### config.mk
export PLATFORM = sky130hd
export DESIGN_NAME = audio_fx_i2s
export DESIGN_NICKNAME = d
export VERILOG_FILES = /design/src/rtl/audio_fx_i2s.sv
export SDC_FILE = /design/constraint.sdc
export NUM_CORES = 1
export LEC_CHECK = 0
export CAP_MARGIN = 30
export CORE_MARGIN = 2
export CORE_UTILIZATION = 35
export CTS_CLUSTER_DIAMETER = 60
export DETAILED_ROUTE_END_ITERATION = 8
export PLACE_DENSITY_LB_ADDON = 0.05
export RECOVER_POWER = 100
export SKIP_LAST_GASP = 1
export SLEW_MARGIN = 20
export SYNTH_ARGS = -nofsm -noshare
export SYNTH_HDL_FRONTEND = slang
export SYNTH_SLANG_ARGS = --single-unit
### constraint.sdc
create_clock -name clk -period 1.8 [get_ports clk]
set_input_delay 0.36 -clock clk [delete_from_list [all_inputs] [get_ports clk]]
set_output_delay 0.36 -clock clk [all_outputs]
set_load 0.01 [all_outputs]
### src/rtl/audio_fx_i2s.sv
// -----------------------------------------------------------------------------
// audio_fx_i2s
//
// Sound-effect engine for the game audio path. Game event pulses are latched
// into a pending register. On every audio frame boundary the highest-priority
// pending event is selected, and a square-wave tone is played for a fixed
// number of frames. The resulting sample is serialised in I2S format, with the
// same value on the left and right channels, straight to the WM8731 DAC pins.
//
// Optional feature macro: AUDIO_ENVELOPE_EN
//   defined   -> the tone magnitude decays in four steps (AMPLITUDE >> 0..3)
//                over the length of the tone.
//   undefined -> the magnitude is the constant AMPLITUDE, and no envelope
//                logic is built.
//
// Ports
//   clk          in   system clock; all logic runs on the rising edge
//   reset        in   synchronous, active-high
//   event_in     in   [NUM_EVENTS] one-clk event pulses; higher index wins
//   aud_bclk     out  I2S bit clock (2*BCLK_DIV clk period)
//   aud_daclrck  out  left/right clock, 0 = left, 128*BCLK_DIV clk period
//   aud_dacdat   out  serial sample data, MSB first, one BCLK after LRCK edge
//   busy         out  a tone is playing
//   active_event out  index of the playing event
// -----------------------------------------------------------------------------
module audio_fx_i2s #(
    parameter int          NUM_EVENTS   = 5,
    parameter int          SAMPLE_WIDTH = 16,
    parameter int          BCLK_DIV     = 2,
    parameter int unsigned AMPLITUDE    = 16'h2000,
    parameter int          TONE_SAMPLES = 4800,
    parameter int          HALF_BASE    = 24,
    parameter int          HALF_STEP    = 4,
    localparam int         EV_W         = (NUM_EVENTS > 1) ? $clog2(NUM_EVENTS) : 1
) (
    input  logic                  clk,
    input  logic                  reset,
    input  logic [NUM_EVENTS-1:0] event_in,
    output logic                  aud_bclk,
    output logic                  aud_daclrck,
    output logic                  aud_dacdat,
    output logic                  busy,
    output logic [EV_W-1:0]       active_event
);

    localparam int DIV_W = (BCLK_DIV > 1) ? $clog2(BCLK_DIV) : 1;
    localparam int CNT_W = $clog2(TONE_SAMPLES);
    localparam int H_MAX = HALF_BASE + (NUM_EVENTS - 1) * HALF_STEP;
    localparam int PH_W  = (H_MAX > 1) ? $clog2(H_MAX) : 1;

    localparam logic [SAMPLE_WIDTH-1:0] AMP_SW = SAMPLE_WIDTH'(AMPLITUDE);

`ifdef AUDIO_ENVELOPE_EN
    // Thresholds on 4*sample_cnt that select the decay step q = floor(4*cnt/T).
    localparam logic [CNT_W+1:0] ENV_Q1 = (CNT_W + 2)'(TONE_SAMPLES);
    localparam logic [CNT_W+1:0] ENV_Q2 = (CNT_W + 2)'(2 * TONE_SAMPLES);
    localparam logic [CNT_W+1:0] ENV_Q3 = (CNT_W + 2)'(3 * TONE_SAMPLES);
`endif

    // Bit-clock divider and half-BCLK position within the frame (0..127).
    // Bit 0 of the position is BCLK, and bit 6 is LRCK.
    logic [DIV_W-1:0]        div_cnt_q, div_cnt_d;
    logic [6:0]              half_q, half_d;

    // Serialiser
    logic [31:0]             shift_q, shift_d;
    logic                    dacdat_q, dacdat_d;
    logic [SAMPLE_WIDTH-1:0] sample_q, sample_d;

    // Event and tone state
    logic [NUM_EVENTS-1:0]   pending_q, pending_d;
    logic                    busy_q, busy_d;
    logic [EV_W-1:0]         active_q, active_d;
    logic [CNT_W-1:0]        sample_cnt_q, sample_cnt_d;
    logic [PH_W-1:0]         phase_q, phase_d;
    logic                    level_q, level_d;

    // Combinational helpers
    logic                    frame_tick;
    logic                    bclk_fall;
    logic                    load_left;
    logic                    load_right;
    logic                    top_valid;
    logic [EV_W-1:0]         top_idx;
    logic                    tone_last;
    logic                    start_new;
    logic [31:0]             half_m1;
    logic [SAMPLE_WIDTH-1:0] magnitude;
    logic [SAMPLE_WIDTH-1:0] sample_val;
`ifdef AUDIO_ENVELOPE_EN
    logic [CNT_W+1:0]        cnt_x4;
`endif

    // -------------------------------------------------------------------------
    // Frame timing
    // -------------------------------------------------------------------------
    always_comb begin
        div_cnt_d = div_cnt_q + DIV_W'(1);
        half_d    = half_q;
        if (div_cnt_q == DIV_W'(BCLK_DIV - 1)) begin
            div_cnt_d = '0;
            half_d    = half_q + 7'd1;   // wraps to 0 at the end of a frame
        end
    end

    // The frame tick is the first clk of a frame. This is also the first clk
    // out of reset, because the dividers reset to zero.
    assign frame_tick = (div_cnt_q == '0) && (half_q == 7'd0);
    // The edge that ends an odd half-period is a BCLK falling edge.
    assign bclk_fall  = (div_cnt_q == DIV_W'(BCLK_DIV - 1)) && half_q[0];
    // Loads land on the clk after each LRCK transition. That clk is never a
    // falling edge because BCLK is still low there.
    assign load_left  = (div_cnt_q == DIV_W'(1)) && (half_q == 7'd0);
    assign load_right = (div_cnt_q == DIV_W'(1)) && (half_q == 7'd64);

    // -------------------------------------------------------------------------
    // Arbitration: select the highest set pending bit.
    // -------------------------------------------------------------------------
    always_comb begin
        top_valid = 1'b0;
        top_idx   = '0;
        for (int i = 0; i < NUM_EVENTS; i++) begin
            if (pending_q[i]) begin
                top_valid = 1'b1;
                top_idx   = EV_W'(i);
            end
        end
    end

    always_comb begin
        tone_last = busy_q && (sample_cnt_q == CNT_W'(TONE_SAMPLES - 1));
        // A finishing tone counts as idle, so a waiting event starts on the
        // same tick without a silent frame.
        start_new = frame_tick && top_valid &&
                    (!busy_q || tone_last || (top_idx > active_q));
        half_m1   = 32'(HALF_BASE) + 32'(active_q) * 32'(HALF_STEP) - 32'd1;

        // New event pulses override the clear of the started event.
        for (int i = 0; i < NUM_EVENTS; i++) begin
            pending_d[i] = event_in[i] |
                           (pending_q[i] & ~(start_new && (top_idx == EV_W'(i))));
        end

        busy_d       = busy_q;
        active_d     = active_q;
        sample_cnt_d = sample_cnt_q;
        phase_d      = phase_q;
        level_d      = level_q;

        if (start_new) begin
            busy_d       = 1'b1;
            active_d     = top_idx;
            sample_cnt_d = '0;
            phase_d      = '0;
            level_d      = 1'b1;
        end else if (frame_tick && tone_last) begin
            busy_d = 1'b0;
        end else if (frame_tick && busy_q) begin
            sample_cnt_d = sample_cnt_q + CNT_W'(1);
            if (32'(phase_q) == half_m1) begin
                phase_d = '0;
                level_d = ~level_q;
            end else begin
                phase_d = phase_q + PH_W'(1);
            end
        end
    end

    // -------------------------------------------------------------------------
    // Sample value
    // -------------------------------------------------------------------------
    always_comb begin
        magnitude = AMP_SW;
`ifdef AUDIO_ENVELOPE_EN
        cnt_x4 = {sample_cnt_q, 2'b00};
        if (cnt_x4 >= ENV_Q3) begin
            magnitude = AMP_SW >> 3;
        end else if (cnt_x4 >= ENV_Q2) begin
            magnitude = AMP_SW >> 2;
        end else if (cnt_x4 >= ENV_Q1) begin
            magnitude = AMP_SW >> 1;
        end
`endif
        if (!busy_q) begin
            sample_val = '0;
        end else if (level_q) begin
            sample_val = magnitude;
        end else begin
            sample_val = -magnitude;
        end
    end

    // -------------------------------------------------------------------------
    // Serialiser: left-justify each sample in a 32-bit slot. Shift one bit
    // out on every BCLK falling edge. After each load, the first falling edge
    // is one BCLK past the LRCK edge, and it carries the MSB.
    // -------------------------------------------------------------------------
    always_comb begin
        shift_d  = shift_q;
        dacdat_d = dacdat_q;
        sample_d = sample_q;
        if (load_left) begin
            sample_d = sample_val;
            shift_d  = 32'(sample_val) << (32 - SAMPLE_WIDTH);
        end else if (load_right) begin
            shift_d  = 32'(sample_q) << (32 - SAMPLE_WIDTH);
        end else if (bclk_fall) begin
            dacdat_d = shift_q[31];
            shift_d  = {shift_q[30:0], 1'b0};
        end
    end

    // -------------------------------------------------------------------------
    // State registers
    // -------------------------------------------------------------------------
    always_ff @(posedge clk) begin
        if (reset) begin
            div_cnt_q    <= '0;
            half_q       <= '0;
            shift_q      <= '0;
            dacdat_q     <= 1'b0;
            sample_q     <= '0;
            pending_q    <= '0;
            busy_q       <= 1'b0;
            active_q     <= '0;
            sample_cnt_q <= '0;
            phase_q      <= '0;
            level_q      <= 1'b0;
        end else begin
            div_cnt_q    <= div_cnt_d;
            half_q       <= half_d;
            shift_q      <= shift_d;
            dacdat_q     <= dacdat_d;
            sample_q     <= sample_d;
            pending_q    <= pending_d;
            busy_q       <= busy_d;
            active_q     <= active_d;
            sample_cnt_q <= sample_cnt_d;
            phase_q      <= phase_d;
            level_q      <= level_d;
        end
    end

    assign aud_bclk     = half_q[0];
    assign aud_daclrck  = half_q[6];
    assign aud_dacdat   = dacdat_q;
    assign busy         = busy_q;
    assign active_event = active_q;

endmodule

## After elaboration in Yosys (flattened, before gate mapping)

Cells that the tools add are included.

| storage, ports and cells | value |
|---|---|
| register bits after elaboration | 70 |
| output and inout port bits | 7 |
| logic and storage cells | 95 |

| cells by class | value |
|---|---|
| add/subtract/negate cells | 6 |
| magnitude comparators | 1 |
| eq/ne operators | 8 |
| mux-type cells | 21 |
| bitwise gates (word level) | 20 |
| reductions and logical operators | 28 |

Operator list:

| operator | number |
|---|---|
| 2-to-1 mux 32 bit | 3 |
| == test 6 x 32 -> 1 bit | 1 |
| 2-to-1 mux 16 bit | 2 |
| logical AND 1 bit | 14 |
| adder 13 x 1 -> 13 bit (second input constant) | 1 |
| == test 13 bit (second input constant) | 1 |
| 2-to-1 mux 1 bit | 12 |
| inverter 1 bit | 10 |
| adder 7 x 1 -> 7 bit (second input constant) | 1 |
| == test 7 bit (second input constant) | 1 |
| zero test 7 bit | 1 |
| subtractor 6 x 1 -> 7 bit (second input constant) | 1 |
| adder 5 x 5 -> 6 bit (first input constant) | 1 |
| adder 6 x 1 -> 6 bit (second input constant) | 1 |
| == test 3 x 2 -> 1 bit (second input constant) | 2 |
| 2-to-1 mux 3 bit | 2 |
| 2-to-1 mux 6 bit | 1 |
| AND reduction 3 bit | 2 |
| nonzero test 2 bit | 3 |
| AND 1 bit | 5 |
| OR 1 bit | 5 |
| OR reduction 2 bit | 2 |
| == test 3 x 1 -> 1 bit (second input constant) | 1 |
| == test 3 bit (second input constant) | 1 |
| other kinds (9) | 10 |

## Depth between registers and ports, before layout

Gate-level depths: netlist of run 1.

| logic depth | value |
|---|---|
| word-level depth | 11 |
| mapped depth | 13 |
| gate-level depth less buffers | 11 |

## Least setup slack after synthesis of run 1

No wires, ideal clock.

| path | value |
|---|---|
| kind | flip-flop to flip-flop |
| from | register half_q[0] |
| to | register phase_q[1] |
| setup time | 64 ps |
| arrival | 1932 ps |
| slack | -195 ps |
| cell stages (with the launch flop) | 12 |
| path buffers | 3 |
| period minus slack after synthesis | 1995 ps |
| path through | dfxtp_1 clkbuf_1 inv_1 ha_1 nor4b_2 nand2_2 o21bai_1 o21bai_4 nand2b_2 buf_6 buf_12 nor2_1 |

| on the way | value |
|---|---|
| longest elaborated chain between the ends | 5 |
| elaborated cells on any way between the ends | 9 |
| classes of those cells | bitwise: 1; reduce/logical: 8 |

RTL lines:

| item | RTL line | source |
|---|---|---|
| from (decl) | 63 | `logic [6:0] half_q, half_d;` |
| from (signal assigned) | 231 | `half_q <= half_d;` |
| zero test 7 bit * | 108 | `assign frame_tick = (div_cnt_q == '0) && (half_q == 7'd0);` |
| logical AND 1 bit * | 108 |  |
| logical AND 1 bit, on equally long branches | 134, 156 |  |
| logical AND 1 bit / inverter 1 bit (equally long branches) | -- |  |
| OR reduction 2 bit (no source line) / AND reduction 2 bit (equally long branches) | -- |  |
| to (signal assigned) | 239 | `phase_q <= phase_d;` |
| to (decl) | 75 | `logic [PH_W-1:0] phase_q, phase_d;` |

Every way passes the cells marked *; elsewhere a longest branch is shown, timed or not.
A chain may end at the register's enable or synchronous reset.

## Worst setup path after layout of run 1

| path | value |
|---|---|
| from | register pending_q[3] |
| to | register pending_q[1] |

| on the way | value |
|---|---|
| longest elaborated chain between the ends | 9 |
| elaborated cells on any way between the ends | 13 |
| classes of those cells | order compare: 1; eq/ne: 1; mux: 4; bitwise: 3; reduce/logical: 4 |

RTL lines:

| item | RTL line | source |
|---|---|---|
| from (decl) | 71 | `logic [NUM_EVENTS-1:0] pending_q, pending_d;` |
| from (signal assigned) | 235 | `pending_q <= pending_d;` |
| 2-to-1 mux 3 bit * (2 in series) | 123 | `if (pending_q[i]) begin` |
| named net top_idx[1] | 84 | `logic [EV_W-1:0] top_idx;` |
| greater-than comparator 3 bit | 135 | `(!busy_q \|\| tone_last \|\| (top_idx > active_q));` |
| logical OR 1 bit | 135 |  |
| logical AND 1 bit | 134 | `start_new = frame_tick && top_valid &&` |
| logical AND 1 bit * | 141 | `(pending_q[i] & ~(start_new && (top_idx == EV_W'(i))));` |
| inverter 1 bit * | 141 |  |
| AND 1 bit * | 141 |  |
| OR 1 bit * | 140 | `pending_d[i] = event_in[i] \|` |

Mark *: on every way through the listed nets, which the timed path passes. The rest lies on a longest branch.

==> results of run 1 <==
[cell usage after synthesis (all sizes together)]
library cell / instances / area [um2]
a221oi: 2 / 17.52
nor4b: 1 / 15.01
a2bb2oi: 1 / 8.760
nor2b: 6 / 37.54
nor3: 7 / 46.30
nand3: 10 / 55.05
or2: 3 / 21.27
a31oi: 1 / 6.260
or3: 2 / 13.77
a21oi: 15 / 75.07
nand2: 22 / 85.09
mux2i: 11 / 110.1
nand4bb: 1 / 11.26
and3: 8 / 50.05
inv: 11 / 41.29
and3b: 2 / 17.52
nand2b: 1 / 8.760
o21ai: 9 / 45.04
a32oi: 1 / 8.760
nand4: 3 / 18.77
ha: 8 / 100.1
nor2: 41 / 156.4
nand3b: 1 / 7.510
xnor2: 8 / 70.07
buf: 4 / 46.29
o2111a: 1 / 11.26
o21bai: 2 / 26.28
nor4: 2 / 12.51
o41ai: 3 / 45.05
clkbuf: 4 / 15.01
xor2: 11 / 96.34
dfxtp: 43 / 860.8
a21boi: 1 / 7.510
[per-stage QoR]
stage	total power (uW)	instances	setup slack, ns
after floorplan	1354	246	-0.06170
after detailed placement	1560	371	-0.1455
after global placement	1560	371	-0.09613
final	2270	383	-0.03331
after global routing	2401	383	-0.1636
after CTS	2243	381	-0.07241
[layout by cell type, fill, tap and decap left out, types with 8 or more instances in the layout]
| cell | n |
|---|---|
| nand2_1 | 21 |
| mux2i_1 | 11 |
| a21oi_1 | 8 |
| xor2_1 | 10 |
| clkdlybuf4s50_1 | 12 |
| buf_4 | 40 |
| dfxtp_1 | 37 |
| nor2_1 | 33 |
| inv_1 | 8 |
[sequential cells by signal (all words and copies together), names as in the netlist, 2 cells and up]
signal and flops:
pending_q 5, sample_q 2, sample_cnt_q 13, shift_q 3, phase_q 6, active_event 3
half_q 7
[kinds of logic (layout without fill, tap and decap cells)]
logic type	count (synthesis)	in the layout	synth area share
and+or+nand+nor	110	113	0.2592
DFF	43	43	0.4007
AOI/OAI and AO/OA	36	36	0.1171
xor gates and xnor gates	19	19	0.07746
buffers and inverters	19	78	0.04775
muxes	11	11	0.05125
adders and majority gates	8	8	0.04659
[final cells by class]
class	count	share of cell area
sequential	43	0.2881
clock inverter	1	0.001651
multi-input combinational	187	0.4688
tap	75	0.03095
clock buffer	6	0.02724
timing repair buffer	60	0.1688
inverter	11	0.01444
[routing by layer]
layer  global-route usage  wire (um)  vias up
met5                    0          0        -
met4              0.04500         45        0
met3              0.03478        101        5
met2               0.2476       2265       14
met1               0.1941       2340      860
li1                     -          -      965
[final timing paths]
path	slack, ns	end	start	cells past startpoint
worst max-delay path	-0.03	pending_q[1]	pending_q[3]	9
worst min-delay path	0.47	shift_q[31]	shift_q[30]	2
worst max register to register	-0.03	pending_q[1]	pending_q[3]	9
worst min register to register	0.47	shift_q[31]	shift_q[30]	2
[power by group]
group	switching (uW)	internal (uW)	total, uW	leakage [uW]
registers	38.1	996	1030	0.000353
logic	288	322	609	0.000810
clock network	325	302	627	0.0000470
total	651	1620	2270	0.00121
[critical path: stages, from the launching register on]
cell and delay (ns):
dfxtp_4 0.37, nor2_4 0.14, nor2_4 0.05, ha_4 0.26
nor2b_4 0.13, o21ai_2 0.07, a32oi_4 0.20, o21bai_4 0.12
o41ai_2 0.26, a21oi_1 0.11
[repair_timing]
item,CTS,global route
resized for setup,17,30
cloned,3,0
pin swaps,11,12
setup buffers,1,2
setup endpoints to repair,26,28
==> run_summary.xml, run 1 <==
<?xml version="1.0" encoding="UTF-8"?>
<metrics>
  <group name="status">
    <metric name="status" unit="">finished with violations</metric>
    <metric name="failed_checks" unit="">setup timing</metric>
  </group>
  <group name="worst_setup_path">
    <metric name="crit_type" unit="">reg2reg</metric>
    <metric name="crit_path_max_fanout" unit="">4</metric>
    <metric name="crit_path_start_kind" unit="">register</metric>
    <metric name="worstSetupEndpointType" unit="">register</metric>
    <metric name="required" unit="ns">1.98</metric>
    <metric name="arrival" unit="ns">2.01</metric>
  </group>
  <group name="detailed_routing">
    <metric name="wire_per_inst" unit="um">12.41</metric>
    <metric name="final_antenna_net_count" unit="">0</metric>
    <metric name="drt_first_pass_iters" unit="">4</metric>
    <metric name="postRouteWirelength" unit="mm">4.753</metric>
    <metric name="route.detailed.drc" unit="">0</metric>
    <metric name="viasPerCell" unit="">4.815</metric>
    <metric name="vias" unit="">1844</metric>
    <metric name="drtIter0Drc" unit="">69</metric>
  </group>
  <group name="placement">
    <metric name="placed_inst_area" unit="um2">2718</metric>
    <metric name="buffer_ports.inserted" unit="">13</metric>
    <metric name="last_weighted_congestion_value_of_the_routability_driven_placer" unit="">0.7706</metric>
    <metric name="detailed_place_hpwl" unit="mm">3.172</metric>
  </group>
  <group name="cts">
    <metric name="cts_sinks" unit="">43</metric>
    <metric name="cts.clk_slew.worst_paths" unit="ns">0.08</metric>
    <metric name="htree_num_levels" unit="">2</metric>
    <metric name="cts_tree" unit="">built</metric>
    <metric name="deepest_clock_path_buffer_count" unit="">2</metric>
    <metric name="clock_tree_root_buffer_cell" unit="">clkbuf_8</metric>
    <metric name="tritoncts.num_buffers" unit="">5</metric>
    <metric name="worst_skew_pair.late_latency" unit="ns">0.29</metric>
    <metric name="hold_buffers" unit="">0</metric>
  </group>
  <group name="sta">
    <metric name="finalHoldViolations" unit="">0</metric>
    <metric name="whs" unit="ns">0.4679</metric>
    <metric name="min_period" unit="ns">1.833</metric>
    <metric name="maxSlewViolCount" unit="">0</metric>
    <metric name="grt_setup_unrepaired" unit="">true</metric>
    <metric name="report.final.setup_viol" unit="">5</metric>
    <metric name="tns" unit="ns">-0.1260</metric>
    <metric name="period_share" unit="">1.019</metric>
    <metric name="clock_skew" unit="ns">0.006017</metric>
    <metric name="tightest_slew" unit="ns">0.4514</metric>
    <metric name="timing.slew.headroom" unit="">0.6991</metric>
    <metric name="worst_setup_margin" unit="ns">-0.03331</metric>
    <metric name="fmax" unit="MHz">545.5</metric>
  </group>
  <group name="global_route">
    <metric name="globalRouteTotalUtil" unit="">0.1500</metric>
    <metric name="grt_first_pass_wirelength" unit="mm">7.886</metric>
    <metric name="grt_antenna_before_repair" unit="">0</metric>
    <metric name="grt_max_degree" unit="">16</metric>
    <metric name="global_route.overflow_total" unit="">0</metric>
    <metric name="number_of_global_route_vias_before_repair" unit="">1799</metric>
  </group>
  <group name="layout">
    <metric name="nNetsFinal" unit="">323</metric>
    <metric name="area_of_the_multi_input_gates" unit="um2">1421</metric>
    <metric name="antenna_cells_inserted" unit="">0</metric>
    <metric name="flow.area_growth_from_synthesis" unit="%">41.12</metric>
    <metric name="n_fill_cell" unit="">560</metric>
    <metric name="share_of_final_layout_standard_cells_stronger_than_drive_strength_1" unit="">0.3539</metric>
    <metric name="finalCoreUtilization" unit="">0.5120</metric>
    <metric name="area.sequential" unit="um2">873.3</metric>
    <metric name="postLayoutCellArea" unit="um2">3032</metric>
  </group>
  <group name="run">
    <metric name="timing.max_cap.violations" unit="">0</metric>
  </group>
  <group name="power_and_ir_drop">
    <metric name="ir_drop" unit="uV">380.5</metric>
    <metric name="leakagePower" unit="uW">0.001210</metric>
    <metric name="p_per_area" unit="nW/um2">748.8</metric>
  </group>
  <group name="floorplanning">
    <metric name="starting_density" unit="">0.3628</metric>
    <metric name="floorplan.rows" unit="">28</metric>
    <metric name="floorplan.core_area" unit="um2">5921</metric>
    <metric name="die-area" unit="um2">6781</metric>
    <metric name="die_w" unit="um">82.35</metric>
    <metric name="die_y" unit="um">82.35</metric>
    <metric name="io_pins" unit="">14</metric>
  </group>
  <group name="synth">
    <metric name="yosysUniqueCellTypes" unit="">43</metric>
    <metric name="synth-warning-count" unit="">0</metric>
    <metric name="postSynthCellCount" unit="">246</metric>
    <metric name="synthesized_area_per_cell" unit="um2">8.733</metric>
    <metric name="syn_area" unit="um2">2148</metric>
    <metric name="postSynthRegisterBits" unit="">43</metric>
    <metric name="seq_area_frac_synth" unit="">0.4007</metric>
    <metric name="synth.net_count" unit="">261</metric>
  </group>
  <group name="worst_hold_path">
    <metric name="hold_path.class" unit="">reg2reg</metric>
  </group>
</metrics>
Power figures use the tool's default switching activity.
==> inputs of run 2 (changes only) <==
- CAP_MARGIN: 30 -> 20
- CELL_PAD_IN_SITES_DETAIL_PLACEMENT: unset -> 1
- CELL_PAD_IN_SITES_GLOBAL_PLACEMENT: unset -> 1
==> run 2 against run 1 <==
Effect of this change: sequential power about the same; the flow still finishes with violations (setup timing); non-clock buffer count up 11; die area unchanged; utilization up 0.74 points; critical endpoint is now active_event[0]; global-route usage up 2.6 points; design area up 1.4%.
==> run_summary.xml, run 2 (synthesis results as in run 1) <==
<?xml version="1.0" encoding="UTF-8"?>
<metrics>
  <group name="layout">
    <metric name="antenna_cells_inserted" unit="">0</metric>
    <metric name="commonest_non_fill_non_tap_cells_in_the_layout" unit="">buf_4 (56), dfxtp_1 (37), nor2_1 (34)</metric>
    <metric name="max_flop_register" unit="">sample_cnt_q</metric>
    <metric name="finish.cell_count_without_fillers" unit="">395</metric>
    <metric name="n_fill_cell" unit="">705</metric>
    <metric name="top_regs" unit="">sample_cnt_q (13), half_q (7), phase_q (6)</metric>
    <metric name="largest_register_ffs" unit="">13</metric>
    <metric name="nNetsFinal" unit="">334</metric>
    <metric name="layout.cells.most_common" unit="">buf_4</metric>
    <metric name="flow.area_growth_from_synthesis" unit="%">43.16</metric>
    <metric name="share_of_final_layout_standard_cells_stronger_than_drive_strength_1" unit="">0.3563</metric>
  </group>
  <group name="sta">
    <metric name="worst_setup_margin" unit="ns">-0.08002</metric>
    <metric name="clock_skew" unit="ns">0.006288</metric>
    <metric name="fmax" unit="MHz">531.9</metric>
    <metric name="maxSlewViolCount" unit="">0</metric>
    <metric name="timing.slew.headroom" unit="">0.7815</metric>
    <metric name="report.final.setup_viol" unit="">26</metric>
    <metric name="period_share" unit="">1.044</metric>
    <metric name="finalHoldViolations" unit="">0</metric>
    <metric name="whs" unit="ns">0.4836</metric>
    <metric name="grt_setup_unrepaired" unit="">true</metric>
    <metric name="tns" unit="ns">-0.9218</metric>
    <metric name="min_period" unit="ns">1.880</metric>
    <metric name="tightest_slew" unit="ns">0.3236</metric>
  </group>
  <group name="detailed_routing">
    <metric name="route.detailed.drc" unit="">0</metric>
    <metric name="drtIter0Drc" unit="">72</metric>
    <metric name="topRoutingLayerUsed" unit="">met4</metric>
    <metric name="viasPerCell" unit="">4.959</metric>
    <metric name="vias" unit="">1959</metric>
    <metric name="wl_met2" unit="mm">2.779</metric>
    <metric name="drt_first_pass_iters" unit="">5</metric>
    <metric name="drt-met1-wl" unit="mm">2.587</metric>
    <metric name="final_antenna_net_count" unit="">0</metric>
    <metric name="postRouteWirelength" unit="mm">5.536</metric>
    <metric name="wire_per_inst" unit="um">14.02</metric>
    <metric name="routed_wl_met3" unit="um">96</metric>
  </group>
  <group name="worst_setup_path">
    <metric name="required" unit="ns">1.99</metric>
    <metric name="critical_path_buf_inv_count" unit="">3</metric>
    <metric name="worstSetupEndpointType" unit="">register</metric>
    <metric name="cpPeakStageDelay" unit="ns">0.38</metric>
    <metric name="crit_type" unit="">reg2reg</metric>
    <metric name="cp_slowest_cell" unit="">dfxtp_4</metric>
    <metric name="critical-path-top-delay-family" unit="">compound AO/OA/AOI/OAI gates</metric>
    <metric name="crit_path_max_fanout" unit="">6</metric>
    <metric name="crit_path_start_kind" unit="">register</metric>
    <metric name="arrival" unit="ns">2.07</metric>
    <metric name="critical_path.cell_chain" unit="">buf_4 -&gt; a21oi_2 -&gt; nor2_2 -&gt; inv_2 -&gt; ha_4 -&gt; nor2b_4 -&gt; o21ai_2 -&gt; a32oi_2 -&gt; o21bai_4 -&gt; buf_6 -&gt; mux2i_1 -&gt; nor2_1</metric>
  </group>
  <group name="power_and_ir_drop">
    <metric name="ir_drop" unit="uV">377.3</metric>
    <metric name="combinational_fraction_of_design_power" unit="">0.261</metric>
    <metric name="register_share_of_total_power" unit="">0.417</metric>
    <metric name="switching_share" unit="">0.2807</metric>
    <metric name="internal_power" unit="uW">1789</metric>
    <metric name="leakagePower" unit="uW">0.001277</metric>
    <metric name="p_per_area" unit="nW/um2">808.7</metric>
    <metric name="switchingPower" unit="uW">698.1</metric>
    <metric name="power_share_of_the_clock_group" unit="">0.322</metric>
  </group>
  <group name="cts">
    <metric name="cts_tree" unit="">built</metric>
    <metric name="hold_buffers" unit="">0</metric>
    <metric name="htree_num_levels" unit="">2</metric>
    <metric name="worst_skew_pair.late_latency" unit="ns">0.30</metric>
    <metric name="cts_sinks" unit="">43</metric>
    <metric name="deepest_clock_path_buffer_count" unit="">2</metric>
    <metric name="tritoncts.num_buffers" unit="">5</metric>
    <metric name="cts.clk_slew.worst_paths" unit="ns">0.09</metric>
    <metric name="clock_tree_root_buffer_cell" unit="">clkbuf_8</metric>
  </group>
  <group name="global_route">
    <metric name="grt_antenna_before_repair" unit="">0</metric>
    <metric name="globalRouteTotalUtil" unit="">0.1757</metric>
    <metric name="global_route.overflow_total" unit="">0</metric>
    <metric name="number_of_global_route_vias_before_repair" unit="">1985</metric>
    <metric name="grt_max_degree" unit="">16</metric>
    <metric name="grt_first_pass_wirelength" unit="mm">9.025</metric>
  </group>
  <group name="floorplanning">
    <metric name="die-area" unit="um2">6781</metric>
    <metric name="floorplan.rows" unit="">28</metric>
    <metric name="die_y" unit="um">82.35</metric>
    <metric name="floorplan.core_area" unit="um2">5921</metric>
    <metric name="io_pins" unit="">14</metric>
    <metric name="starting_density" unit="">0.3628</metric>
    <metric name="die_w" unit="um">82.35</metric>
  </group>
  <group name="status">
    <metric name="status" unit="">finished with violations</metric>
    <metric name="failed_checks" unit="">setup timing</metric>
  </group>
  <group name="run">
    <metric name="timing.max_cap.violations" unit="">0</metric>
  </group>
  <group name="placement">
    <metric name="last_weighted_congestion_value_of_the_routability_driven_placer" unit="">0.7206</metric>
    <metric name="detailed_place_hpwl" unit="mm">3.705</metric>
    <metric name="dpl_worst_slack" unit="ns">-0.1208</metric>
    <metric name="buffer_ports.inserted" unit="">13</metric>
    <metric name="place.detailed.instances" unit="">372</metric>
  </group>
  <group name="worst_hold_path">
    <metric name="hold_path.class" unit="">reg2reg</metric>
  </group>
</metrics>
run 2: power by group through the flow:
stage	sequential (uW)	combinational, uW	clock (uW)
after global placement	1050	493	0
after CTS	1030	593	830
after global routing	1040	711	860
final	1040	650	801
after floorplan	1060	293	0
after detailed placement	1050	502	0
run 2: metrics by stage:
stage	power, uW	area, um2	utilization
after global routing	2614	3075	0.5194
after global placement	1545	2700	0.4560
after detailed placement	1555	2700	0.4560
after CTS	2458	2982	0.5036
after floorplan	1354	2202	-
final	2487	3075	0.5194
run 2: worst register-to-register path, cell delays in order, from the launching register on:
cell and delay, ns:
dfxtp_4 0.38, buf_4 0.11, a21oi_2 0.03, nor2_2 0.11
inv_2 0.07, ha_4 0.16, nor2b_4 0.11, o21ai_2 0.06
a32oi_2 0.25, o21bai_4 0.12, buf_6 0.15, mux2i_1 0.16
nor2_1 0.07
run 2: worst paths after layout:
path                     start         endpoint  slack [ns]  depth (start not counted)
setup / recovery  pending_q[3]  active_event[0]       -0.08                         12
hold / removal     shift_q[31]      shift_q[31]        0.48                          2
setup reg to reg  pending_q[3]  active_event[0]       -0.08                         12
hold reg to reg    shift_q[31]      shift_q[31]        0.48                          2
run 2: layout make-up:
class,instances,area [um2],share of cell area
timing repair buffer,71,573.1,0.1863
inverter,11,43.79,0.01424
clock inverter,2,35.03,0.01139
multi-input combinational,187,1374,0.4467
tap,75,93.84,0.03051
clock buffer,6,82.58,0.02685
sequential,43,873.3,0.2840
run 2: layer usage:
layer,track usage,vias to the layer above
li1,-,990
met1,0.2111,948
met2,0.3145,15
met3,0.03261,6
met4,0.05500,0
met5,0,-
run 2: repair_timing:
| action | CTS | global route |
|---|---|---|
| endpoints found under the setup margin | 27 | 29 |
| gates cloned | 2 | 1 |
| buffers inserted | 10 | 3 |
| pin swaps | 10 | 13 |
| gates resized for setup | 21 | 17 |
==> inputs of run 3 (changes only) <==
- ABC_AREA: unset -> 1
==> run 3 against run 2 <==
Effect of this change: the flow now finishes without violations; combinational power decreased by 7.4%; critical path depth decreased by 11; non-clock buffer count decreased by 28; maximum frequency increased by 5.9%; flip-flop and latch count unchanged; critical endpoint is now busy; largest cell class unchanged; first-iteration DRC count decreased by 17%; largest power group unchanged; global-route usage decreased by 1.1 points.
==> run_summary.xml, run 3 <==
<?xml version="1.0" encoding="UTF-8"?>
<metrics>
  <group name="status">
    <metric name="status" unit="">complete, no violations</metric>
  </group>
  <group name="layout">
    <metric name="max_flop_register" unit="">sample_cnt_q</metric>
    <metric name="antenna_cells_inserted" unit="">0</metric>
    <metric name="share_of_final_layout_standard_cells_stronger_than_drive_strength_1" unit="">0.2214</metric>
    <metric name="layout.cells.most_common" unit="">nand2_1</metric>
    <metric name="flow.area_growth_from_synthesis" unit="%">30.18</metric>
    <metric name="largest_register_ffs" unit="">13</metric>
    <metric name="nNetsFinal" unit="">408</metric>
    <metric name="commonest_non_fill_non_tap_cells_in_the_layout" unit="">nand2_1 (87), inv_1 (46), dfxtp_1 (37)</metric>
    <metric name="top_regs" unit="">sample_cnt_q (13), half_q (7), phase_q (6)</metric>
  </group>
  <group name="synth">
    <metric name="seq_area_frac_synth" unit="">0.3612</metric>
    <metric name="synth_commonest_cells" unit="">nand2_1 (91), inv_1 (51), dfxtp_1 (43), nand3_1 (35), nor2_1 (31)</metric>
    <metric name="synth.area.top_cells" unit="">dfxtp_1 (36%), nand2_1 (14%), inv_1 (8.0%), nand3_1 (7.3%), nor2_1 (4.9%)</metric>
    <metric name="synth.net_count" unit="">363</metric>
    <metric name="synth-warning-count" unit="">0</metric>
    <metric name="synthesized_area_per_cell" unit="um2">6.849</metric>
    <metric name="postSynthRegisterBits" unit="">43</metric>
    <metric name="synth_enable_flop_cells" unit="">0</metric>
    <metric name="synthDominantAreaCellType" unit="">dfxtp_1</metric>
    <metric name="synth_largest_type_area_fraction" unit="">0.3612</metric>
    <metric name="postSynthCellCount" unit="">348</metric>
    <metric name="yosysUniqueCellTypes" unit="">30</metric>
    <metric name="synthArstFlopShare" unit="">0</metric>
    <metric name="synth-main-ff-cell" unit="">dfxtp_1</metric>
    <metric name="yosysMostFrequentCell" unit="">nand2_1</metric>
    <metric name="syn_area" unit="um2">2384</metric>
  </group>
  <group name="worst_setup_path">
    <metric name="critical_path_buf_inv_count" unit="">1</metric>
    <metric name="crit-reg2reg-launch" unit="">pending_q[2]</metric>
    <metric name="crit_path_max_fanout" unit="">7</metric>
    <metric name="arrival" unit="ns">1.42</metric>
    <metric name="crit_type" unit="">reg2out</metric>
    <metric name="cpPeakStageDelay" unit="ns">0.60</metric>
    <metric name="r2r_cells" unit="">13</metric>
    <metric name="cp_slowest_cell" unit="">clkdlybuf4s50_1</metric>
    <metric name="critical-path-top-delay-family" unit="">buffers and inverters</metric>
    <metric name="crit_path_start_kind" unit="">register</metric>
    <metric name="critical_path.cell_chain" unit="">clkdlybuf4s50_1</metric>
    <metric name="worstSetupEndpointType" unit="">primary output</metric>
    <metric name="required" unit="ns">1.44</metric>
    <metric name="r2r-end" unit="">pending_q[4]</metric>
    <metric name="r2r_slack" unit="ns">0.03</metric>
  </group>
  <group name="detailed_routing">
    <metric name="wire_per_inst" unit="um">13.01</metric>
    <metric name="final_antenna_net_count" unit="">0</metric>
    <metric name="vias" unit="">2268</metric>
    <metric name="route.detailed.drc" unit="">0</metric>
    <metric name="drt_first_pass_iters" unit="">4</metric>
    <metric name="drtIter0Drc" unit="">60</metric>
    <metric name="postRouteWirelength" unit="mm">6.155</metric>
    <metric name="viasPerCell" unit="">4.795</metric>
  </group>
  <group name="sta">
    <metric name="whs" unit="ns">0.4463</metric>
    <metric name="grt_setup_unrepaired" unit="">true</metric>
    <metric name="clock_skew" unit="ns">0.007864</metric>
    <metric name="tightest_slew" unit="ns">0.4029</metric>
    <metric name="timing.slew.headroom" unit="">0.7293</metric>
    <metric name="tns" unit="ns">0</metric>
    <metric name="report.final.setup_viol" unit="">0</metric>
    <metric name="worst_setup_margin" unit="ns">0.02414</metric>
    <metric name="finalHoldViolations" unit="">0</metric>
    <metric name="min_period" unit="ns">1.776</metric>
    <metric name="maxSlewViolCount" unit="">0</metric>
    <metric name="fmax" unit="MHz">563.1</metric>
    <metric name="period_share" unit="">0.9866</metric>
  </group>
  <group name="worst_hold_path">
    <metric name="min_path_cells" unit="">2</metric>
    <metric name="worstHoldStart" unit="">aud_dacdat</metric>
    <metric name="hold_path.class" unit="">reg2reg</metric>
    <metric name="holdPathEnd" unit="">aud_dacdat</metric>
  </group>
  <group name="global_route">
    <metric name="grt_first_pass_wirelength" unit="mm">9.887</metric>
    <metric name="grt_max_degree" unit="">16</metric>
    <metric name="global_route.overflow_total" unit="">0</metric>
    <metric name="grt_antenna_before_repair" unit="">0</metric>
    <metric name="number_of_global_route_vias_before_repair" unit="">2148</metric>
    <metric name="globalRouteTotalUtil" unit="">0.1642</metric>
  </group>
  <group name="cts">
    <metric name="clock_tree_root_buffer_cell" unit="">clkbuf_8</metric>
    <metric name="cts_sinks" unit="">43</metric>
    <metric name="cts.clk_slew.worst_paths" unit="ns">0.09</metric>
    <metric name="cts_tree" unit="">built</metric>
    <metric name="deepest_clock_path_buffer_count" unit="">2</metric>
    <metric name="hold_buffers" unit="">0</metric>
    <metric name="worst_skew_pair.late_latency" unit="ns">0.30</metric>
    <metric name="htree_num_levels" unit="">2</metric>
    <metric name="tritoncts.num_buffers" unit="">5</metric>
  </group>
  <group name="floorplanning">
    <metric name="die_w" unit="um">86.53</metric>
    <metric name="floorplan.core_area" unit="um2">6681</metric>
    <metric name="floorplan.rows" unit="">30</metric>
    <metric name="starting_density" unit="">0.3567</metric>
    <metric name="die_y" unit="um">86.53</metric>
    <metric name="die-area" unit="um2">7487</metric>
    <metric name="io_pins" unit="">14</metric>
  </group>
  <group name="placement">
    <metric name="last_weighted_congestion_value_of_the_routability_driven_placer" unit="">0.7829</metric>
    <metric name="buffer_ports.inserted" unit="">13</metric>
    <metric name="detailed_place_hpwl" unit="mm">4.354</metric>
    <metric name="dpl_worst_slack" unit="ns">-0.01801</metric>
  </group>
  <group name="power_and_ir_drop">
    <metric name="leakagePower" unit="uW">0.001278</metric>
    <metric name="p_per_area" unit="nW/um2">769.7</metric>
    <metric name="ir_drop" unit="uV">376.3</metric>
  </group>
  <group name="run">
    <metric name="timing.max_cap.violations" unit="">0</metric>
  </group>
</metrics>
## run 3: cell count changes after synthesis, moves of 6 or more
cell,previous run,this run
inv_1,11,51
and3_1,8,0
nand3_1,9,35
mux2i_1,11,0
xnor2_1,8,2
nor2b_1,6,0
nand2_1,21,91
nor2_1,40,31
## run 3: how the worst max path moves through the flow
stage                    start  cells after the start            to  slack [ns]
2_1_floorplan  active_event[2]                     11    phase_q[2]        0.07
3_3_place_gp      pending_q[2]                     13  pending_q[3]        0.03
3_5_place_dp      pending_q[2]                     13    phase_q[2]       -0.02
4_1_cts           pending_q[3]                     13  pending_q[4]       0.005
5_1_grt           pending_q[2]                     13  pending_q[4]       -0.08
6_report                  busy                      1          busy        0.02
## run 3: cell families (layout without fill, tap and decap cells)
logic type | after synthesis | count (layout) | synth area share
buf+inv | 59 | 104 | 0.1029
fa+ha+maj | 8 | 8 | 0.04200
xor+xnor | 12 | 12 | 0.04409
simple gates | 185 | 185 | 0.3528
compound gates | 41 | 41 | 0.09712
flops | 43 | 43 | 0.3612
## run 3: per-layer routing
metal	track usage	share of wire
met5	0	0
met4	0.04261	0.0065
met3	0.03143	0.015
met2	0.2783	0.50
met1	0.2142	0.48
## run 3: area by class of cell
cell class / count / area [um2]
sequential: 43 / 868.3
clock inverter: 2 / 37.54
tap: 80 / 100.1
multi-input combinational: 246 / 1419
inverter: 53 / 209.0
timing repair buffer: 43 / 394.1
timing repair inverter: 1 / 6.256
clock buffer: 5 / 68.82
fill: 879 / 3578
## run 3: worst reg2reg max path, stage by stage, from the launching register on
cell	delay, ns
dfxtp_2	0.33
inv_2	0.08
nand2_2	0.06
a21oi_2	0.17
inv_2	0.06
ha_4	0.15
nand3b_1	0.15
nand2_1	0.09
nand2_2	0.08
nand3_4	0.09
nand2_4	0.08
nand2_8	0.12
buf_12	0.15
o21ai_2	0.06
## run 3: timing repair
item                                    4_1_cts  5_1_grt
pin swaps                                     0       13
resized for setup                             5       45
gates cloned                                  0        2
setup buffers                                 0       11
endpoints found under the setup margin        9       29
## run 3: stage by stage
stage / total power (uW) / area, um2 / cells / utilization
floorplan: 1319 / 2384 / 348 / -
global placement: 1487 / 2728 / 453 / 0.4082
detailed placement: 1496 / 2728 / 453 / 0.4082
CTS: 2262 / 2846 / 460 / 0.4260
global route: 2535 / 3103 / 473 / 0.4644
finish: 2388 / 3103 / 473 / 0.4644
## run 3: where the power goes
group / switching, uW / internal, uW
sequential: 40.1 / 997
combinational: 327 / 275
clock: 343 / 406
total: 710 / 1680
